$ cat src/rtl/pixel_fifo_writer_if.sv
// Write-side bus of the VGA pixel FIFO.
//   fifo_full  : FIFO cannot accept a word this cycle (driven by the FIFO)
//   fifo_wr_en : write strobe; a word is accepted on the clock edge where it is 1
//   fifo_data  : {8'h00, R, G, B} word presented with fifo_wr_en
// master = producer (pixel_fifo_writer), slave = FIFO write port.
interface pixel_fifo_writer_if;
  logic        fifo_full;
  logic        fifo_wr_en;
  logic [31:0] fifo_data;

  modport master (
    input  fifo_full,
    output fifo_wr_en,
    output fifo_data
  );

  modport slave (
    output fifo_full,
    input  fifo_wr_en,
    input  fifo_data
  );
endinterface

$ cat src/rtl/pixel_fifo_writer.sv
// pixel_fifo_writer: producer side of the VGA pixel FIFO.
// On a frameStart pulse (with enable high) it latches the colours and sprite
// position and streams one H_RES x V_RES frame of pixels in raster order into
// the FIFO. Each pixel is the solid background, or the sprite colour inside the
// SPRITE_W x SPRITE_H rectangle whose top-left corner is (spriteX, spriteY).
// Sprites that run past the right/bottom edge are clipped, never wrapped.
//
// Build option: define CHECKERBOARD_BG_EN to turn the background into a 32x32
// checkerboard alternating between bgColor and ~bgColor.
//
// Ports:
//   clk25        pixel clock (FIFO write-side domain)
//   rstN         asynchronous active-low reset; aborts a frame immediately
//   frameStart   1-cycle render request
//   enable       renderer enable, only looked at on frameStart
//   bgColor      background {R,G,B}
//   spriteColor  sprite {R,G,B}
//   spriteX/Y    sprite top-left column / line
//   clearErr     clears lateFrame
//   fifo         FIFO write bus (fifo_full in; fifo_wr_en, fifo_data out)
//   busy         high while a frame is being written
//   frameDone    1-cycle pulse after the last pixel of a frame is written
//   lateFrame    sticky: frameStart arrived while a frame was in progress
module pixel_fifo_writer #(
  parameter int H_RES    = 640,
  parameter int V_RES    = 480,
  parameter int SPRITE_W = 32,
  parameter int SPRITE_H = 32
) (
  input  logic                       clk25,
  input  logic                       rstN,
  input  logic                       frameStart,
  input  logic                       enable,
  input  logic [23:0]                bgColor,
  input  logic [23:0]                spriteColor,
  input  logic [9:0]                 spriteX,
  input  logic [9:0]                 spriteY,
  input  logic                       clearErr,
  pixel_fifo_writer_if.master        fifo,
  output logic                       busy,
  output logic                       frameDone,
  output logic                       lateFrame
);

  typedef enum logic {IDLE, FILL} state_t;

  localparam logic [9:0]  X_LAST = 10'(H_RES - 1);
  localparam logic [9:0]  Y_LAST = 10'(V_RES - 1);
  localparam logic [10:0] SPR_W  = 11'(SPRITE_W);
  localparam logic [10:0] SPR_H  = 11'(SPRITE_H);

  state_t      state_q, state_d;
  logic [9:0]  x_q, x_d;
  logic [9:0]  y_q, y_d;
  logic [23:0] bg_q, bg_d;
  logic [23:0] spr_q, spr_d;
  logic [9:0]  sx_q, sx_d;
  logic [9:0]  sy_q, sy_d;
  logic        frame_done_q, frame_done_d;
  logic        late_q, late_d;

  logic        wr_en;
  logic        last_pix;
  logic        hit;
  logic [23:0] bg_pix;
  logic [23:0] pix;

  always_ff @(posedge clk25 or negedge rstN) begin
    if (!rstN) begin
      state_q      <= IDLE;
      x_q          <= '0;
      y_q          <= '0;
      bg_q         <= '0;
      spr_q        <= '0;
      sx_q         <= '0;
      sy_q         <= '0;
      frame_done_q <= 1'b0;
      late_q       <= 1'b0;
    end else begin
      state_q      <= state_d;
      x_q          <= x_d;
      y_q          <= y_d;
      bg_q         <= bg_d;
      spr_q        <= spr_d;
      sx_q         <= sx_d;
      sy_q         <= sy_d;
      frame_done_q <= frame_done_d;
      late_q       <= late_d;
    end
  end

  // A write happens on every FILL cycle the FIFO has room, including the
  // cycle of a restart: the word on the bus is still the current pixel.
  assign wr_en    = (state_q == FILL) && !fifo.fifo_full;
  assign last_pix = (x_q == X_LAST) && (y_q == Y_LAST);

  always_comb begin
    state_d      = state_q;
    x_d          = x_q;
    y_d          = y_q;
    bg_d         = bg_q;
    spr_d        = spr_q;
    sx_d         = sx_q;
    sy_d         = sy_q;
    frame_done_d = 1'b0;
    late_d       = clearErr ? 1'b0 : late_q;

    unique case (state_q)
      IDLE: begin
        if (frameStart && enable) begin
          bg_d    = bgColor;
          spr_d   = spriteColor;
          sx_d    = spriteX;
          sy_d    = spriteY;
          x_d     = '0;
          y_d     = '0;
          state_d = FILL;
        end
      end
      FILL: begin
        if (frameStart) begin
          // Restart wins over stall, advance and end-of-frame.
          late_d = 1'b1;
          bg_d   = bgColor;
          spr_d  = spriteColor;
          sx_d   = spriteX;
          sy_d   = spriteY;
          x_d    = '0;
          y_d    = '0;
        end else if (wr_en) begin
          if (last_pix) begin
            x_d          = '0;
            y_d          = '0;
            frame_done_d = 1'b1;
            state_d      = IDLE;
          end else if (x_q == X_LAST) begin
            x_d = '0;
            y_d = y_q + 10'd1;
          end else begin
            x_d = x_q + 10'd1;
          end
        end
      end
      default: state_d = IDLE;
    endcase
  end

  // 11-bit compares so a sprite near column/line 1023 cannot wrap back to 0.
  assign hit = ({1'b0, x_q} >= {1'b0, sx_q}) && ({1'b0, x_q} < ({1'b0, sx_q} + SPR_W)) &&
               ({1'b0, y_q} >= {1'b0, sy_q}) && ({1'b0, y_q} < ({1'b0, sy_q} + SPR_H));

`ifdef CHECKERBOARD_BG_EN
  assign bg_pix = (x_q[5] ^ y_q[5]) ? ~bg_q : bg_q;
`else
  assign bg_pix = bg_q;
`endif

  assign pix = hit ? spr_q : bg_pix;

  assign fifo.fifo_wr_en = wr_en;
  assign fifo.fifo_data  = (state_q == FILL) ? {8'h00, pix} : 32'h0000_0000;
  assign busy            = (state_q == FILL);
  assign frameDone       = frame_done_q;
  assign lateFrame       = late_q;

endmodule

$ cat src/flat_wrapper.sv
// flat-port wrapper written by rule: the top's interface ports become plain ports
module pixel_fifo_writer_flat 
#(
  parameter int H_RES    = 640,
  parameter int V_RES    = 480,
  parameter int SPRITE_W = 32,
  parameter int SPRITE_H = 32
)
  (clk25, rstN, frameStart, enable, bgColor, spriteColor, spriteX, spriteY, clearErr, busy, frameDone, lateFrame, fifo_fifo_full, fifo_fifo_wr_en, fifo_fifo_data);
  pixel_fifo_writer_if fifo_i ();
  input  logic clk25;
  input  logic rstN;
  input  logic frameStart;
  input  logic enable;
  input  logic [23:0] bgColor;
  input  logic [23:0] spriteColor;
  input  logic [9:0] spriteX;
  input  logic [9:0] spriteY;
  input  logic clearErr;
  output logic busy;
  output logic frameDone;
  output logic lateFrame;
  input wire logic [$bits(fifo_i.fifo_full)-1:0] fifo_fifo_full;
  output wire logic [$bits(fifo_i.fifo_wr_en)-1:0] fifo_fifo_wr_en;
  output wire logic [$bits(fifo_i.fifo_data)-1:0] fifo_fifo_data;
  assign fifo_i.fifo_full = fifo_fifo_full;
  assign fifo_fifo_wr_en = fifo_i.fifo_wr_en;
  assign fifo_fifo_data = fifo_i.fifo_data;
  pixel_fifo_writer #(.H_RES(H_RES), .V_RES(V_RES), .SPRITE_W(SPRITE_W), .SPRITE_H(SPRITE_H)) u_core (.clk25(clk25), .rstN(rstN), .frameStart(frameStart), .enable(enable), .bgColor(bgColor), .spriteColor(spriteColor), .spriteX(spriteX), .spriteY(spriteY), .clearErr(clearErr), .fifo(fifo_i), .busy(busy), .frameDone(frameDone), .lateFrame(lateFrame));
endmodule
$ cat config.mk
export PLATFORM = sky130hd
export DESIGN_NAME = pixel_fifo_writer_flat
export DESIGN_NICKNAME = d
export VERILOG_FILES = /design/src/rtl/pixel_fifo_writer_if.sv /design/src/rtl/pixel_fifo_writer.sv /design/src/flat_wrapper.sv
export SDC_FILE = /design/constraint.sdc
export NUM_CORES = 1
export LEC_CHECK = 0
export ABC_AREA = 0
export BUFFER_PORTS_ARGS = -buffer_cell sky130_fd_sc_hd__clkbuf_2
export CORE_MARGIN = 2
export CORE_UTILIZATION = 40
export DETAILED_ROUTE_END_ITERATION = 10
export GPL_TIMING_DRIVEN = 0
export PLACE_DENSITY = 0.61
export SLEW_MARGIN = 10
export SYNTH_ARGS = -nofsm -noshare
export SYNTH_HDL_FRONTEND = slang
export SYNTH_SLANG_ARGS = --single-unit
$ cat constraint.sdc
create_clock -name clk25 -period 9.1 [get_ports clk25]
set_clock_uncertainty 0.15 [all_clocks]
set_input_delay 1.82 -clock clk25 [delete_from_list [all_inputs] [get_ports clk25]]
set_output_delay 1.82 -clock clk25 [all_outputs]
set_load 0.03 [all_outputs]
==> run summary <==
## Outcome
- **outcome** finished clean

## Yosys
- **cell count after synthesis** 471
- **synthesized area per cell** 10.9 um2
- **total of warnings raised by yosys** 0
- **Netlist Area Pre-Place** 5130 um2
- **total of flip-flops plus latches after synthesis** 91
- **count of unique library cells instantiated by Yosys** 48
- **sequential-to-total area share from yosys stat** 0.444

## Power
- **overall power** 1010 uW
- **standby leakage power** 0.00306 uW
- **worst ir drop on vdd** 0.158 mV
- **Power Dens Cells** 163 nW/um2

## Die
- **die width** 117 um
- **IO Pins** 110
- **number of cell rows** 41
- **area of the core** 12600 um2
- **y dimension of the die** 117 um
- **area enclosed by the die boundary** 13700 um2
- **starting utilization of the core area** 0.408

## Timing
- **max frequency** 0.196 GHz
- **Worst-Margin Slew** 0.732 ns
- **Total Negative Setup Slacks** 0 ns
- **minimum clock period after layout** 5.11 ns
- **final setup fails** 0
- **endpoints failing hold** 0
- **crit share post-route** 0.562
- **RSZ-0062 raised after global routing** false
- **Max transition margin** 0.512
- **number of max-slew violations in the final report** 0

## Detailed routing
- **Via-to-Cell Ratio** 4.91
- **via count** 3766
- **antenna violation net count after detailed routing** 0
- **detailed-routing iteration count for the pre-antenna-repair pass** 4
- **total routed wirelength** 11100 um
- **first-iteration detailed-routing DRC count** 52
- **DRC violations left** 0
- **post-detailed-route wirelength per cell** 14.5 um

## Place
- **HPWL after DPL** 8430 um
- **Buffers on Ports** 101
- **gp weighted congestion** 0.834

## Setup path
- **CP Class** reg -> out
- **path depth of the worst reg2reg path** 8
- **Setup crit end kind** primary output
- **startpoint type of the worst setup path** flop
- **critical path data required time** 7.13 ns
- **maximum net fanout on the critical path** 10
- **worst endpoint data arrival time** 3.14 ns

## Clock network
- **clock buffer count from CTS** 9
- **library cell used as clock root buffer** sky130_fd_sc_hd__clkbuf_16
- **latest clock arrival within the worst-skew pair** 0.35 ns
- **Clock Pin Slew Worst Setup and Hold Paths** 0.06 ns
- **number of gates resized after CTS** 0
- **clock tree from TritonCTS** done
- **Post CTS Setup Buffer Count** 0
- **number of buffers inserted for hold repair after clock tree synthesis** 0
- **Clock Sink Count** 91
- **number of levels in the clock H-tree** 3
- **clock buffer depth** 2

## Final layout
- **diodes inserted** 0
- **fraction of final layout cells with drive strength greater than 1** 0.360
- **Syn-to-layout area delta** 20.0%
- **Nets** 698

## Flow run
- **max capacitance violation total** 0

## GRT
- **Overflow after GRT** 0
- **wire length of the first global-routing pass** 18400 um
- **number of global-route vias before repair** 3855
- **largest net degree at the start of global routing** 92
- **global-route usage over all layers** 0.175
- **number of antenna violations at the first check in global routing** 0

## Worst hold path
- **class of the worst hold path** reg -> reg
- **hold-critical path depth** 1

-- layer usage --
layer / track usage / routed length [um]
met1: 0.199 / 4830
met4: 0.0384 / 92
met5: 0 / 0
met2: 0.308 / 5400
met3: 0.0721 / 814
-- path summary, 6_finish.rpt --
path	from	endpoint	slack, ns
worst max-delay path	u_core.sx_q[7]	fifo_fifo_data[4]	3.99
worst min-delay path	u_core.sy_q[9]	u_core.sy_q[9]	0.36
worst min register to register	u_core.sy_q[9]	u_core.sy_q[9]	0.36
max in group asynchronous	rstN	u_core.spr_q[0]	6.90
worst max register to register	u_core.x_q[1]	u_core.y_q[3]	6.89
min in group asynchronous	rstN	u_core.sy_q[2]	1.37
-- power by group --
part           internal [uW]  leakage [uW]  switching (uW)
combinational           87.0       0.00183             106
clock                    187      0.000130             160
sequential               441       0.00110            25.7
-- cell families after synthesis --
group,Yosys count,synth area share
buffers and inverters,51,0.0529
DFF,91,0.444
adders and majority gates,34,0.0829
muxes,94,0.200
and+or+nand+nor,132,0.129
other,1,0.000731
AOI/OAI and AO/OA,54,0.0666
xor gates and xnor gates,14,0.0239
-- layout by cell type (no fill, tap or decap), types with 3 or more instances in the layout --
master | netlist | layout
sky130_fd_sc_hd__a21oi_1 | 14 | 14
sky130_fd_sc_hd__nand4_1 | 10 | 10
sky130_fd_sc_hd__nand2b_1 | 4 | 4
sky130_fd_sc_hd__clkbuf_16 | 0 | 9
sky130_fd_sc_hd__nor2b_1 | 3 | 3
sky130_fd_sc_hd__nor2_1 | 15 | 15
sky130_fd_sc_hd__o21ai_0 | 17 | 17
sky130_fd_sc_hd__inv_1 | 26 | 26
sky130_fd_sc_hd__a21o_1 | 4 | 4
sky130_fd_sc_hd__nand3_1 | 9 | 9
sky130_fd_sc_hd__o31ai_1 | 3 | 3
sky130_fd_sc_hd__mux2i_1 | 26 | 26
sky130_fd_sc_hd__conb_1 | 1 | 8
sky130_fd_sc_hd__xor2_1 | 8 | 8
sky130_fd_sc_hd__and3_1 | 6 | 6
sky130_fd_sc_hd__clkbuf_2 | 0 | 100
sky130_fd_sc_hd__ha_1 | 34 | 34
sky130_fd_sc_hd__dfrtp_1 | 91 | 91
sky130_fd_sc_hd__o21ai_1 | 3 | 3
sky130_fd_sc_hd__xnor2_1 | 6 | 6
sky130_fd_sc_hd__clkbuf_1 | 6 | 8
sky130_fd_sc_hd__buf_4 | 8 | 8
sky130_fd_sc_hd__mux2_2 | 68 | 68
sky130_fd_sc_hd__nand2_1 | 67 | 67
sky130_fd_sc_hd__buf_2 | 8 | 8
-- sequential cells by signal (all words and copies together) (netlist names) --
register	count
u_core.sx_q	10
u_core.frameDone	1
u_core.busy	1
u_core.sy_q	10
u_core.spr_q	24
u_core.x_q	10
u_core.lateFrame	1
u_core.bg_pix	24
u_core.y_q	10
-- per-stage QoR --
stage	hold WS, ns	worst slack [ns]	cell area [um2]	cells	utilization
after global placement	0.338	4.40	5880	751	0.468
after floorplan	0.329	4.45	5160	478	-
final	0.355	3.99	6160	767	0.490
after CTS	0.358	3.98	6160	767	0.490
after global routing	0.360	3.81	6160	767	0.490
after detailed placement	0.344	4.36	5890	751	0.468
-- critical path, stage by stage, from the launching register on --
cell,delay (ns)
sky130_fd_sc_hd__dfrtp_1,0.43
sky130_fd_sc_hd__and3_4,0.21
sky130_fd_sc_hd__xnor2_1,0.12
sky130_fd_sc_hd__ha_1,0.30
sky130_fd_sc_hd__a21o_2,0.19
sky130_fd_sc_hd__a21o_2,0.21
sky130_fd_sc_hd__a221oi_2,0.24
sky130_fd_sc_hd__and4bb_1,0.29
sky130_fd_sc_hd__buf_6,0.17
sky130_fd_sc_hd__buf_12,0.15
sky130_fd_sc_hd__mux2i_1,0.24
sky130_fd_sc_hd__clkbuf_2,0.24
-- Yosys cell counts (all sizes together) --
master | n | area, um2
buf | 19 | 151
nor2 | 15 | 56.3
a211oi | 2 | 15.0
nand2b | 4 | 25.0
a221oi | 2 | 30.0
a21o | 6 | 47.6
dfrtp | 91 | 2280
nor2b | 3 | 18.8
and4bb | 2 | 25.0
mux2i | 26 | 260
mux2 | 68 | 766
o211ai | 2 | 15.0
or3 | 2 | 12.5
xnor2 | 6 | 52.6
a21boi | 2 | 15.0
and2b | 1 | 7.51
conb | 1 | 3.75
nand3 | 11 | 65.1
xor2 | 8 | 70.1
clkbuf | 6 | 22.5
a22o | 1 | 8.76
nand4 | 11 | 75.1
nor4b | 1 | 8.76
nand2 | 67 | 251
nor4 | 1 | 6.26
a21oi | 15 | 78.8
and4 | 1 | 11.3
nor3b | 2 | 15.0
nor3 | 2 | 15.0
o21ai | 20 | 100
and3 | 7 | 48.8
inv | 26 | 97.6
o2111ai | 1 | 8.76
and4b | 2 | 20.0
o31ai | 3 | 22.5
ha | 34 | 425
-- final cells by class --
class / instances / area (um2)
plain buffers: 25 / 174
clock buffers: 11 / 233
clock inverters: 5 / 38.8
fillers: 1205 / 6410
inverters: 26 / 97.6
multi-input cells: 336 / 2610
flip-flops and latches: 91 / 2280
well taps: 172 / 215
repair buffers: 101 / 514
No activity file was read; power rests on OpenSTA's default activity.
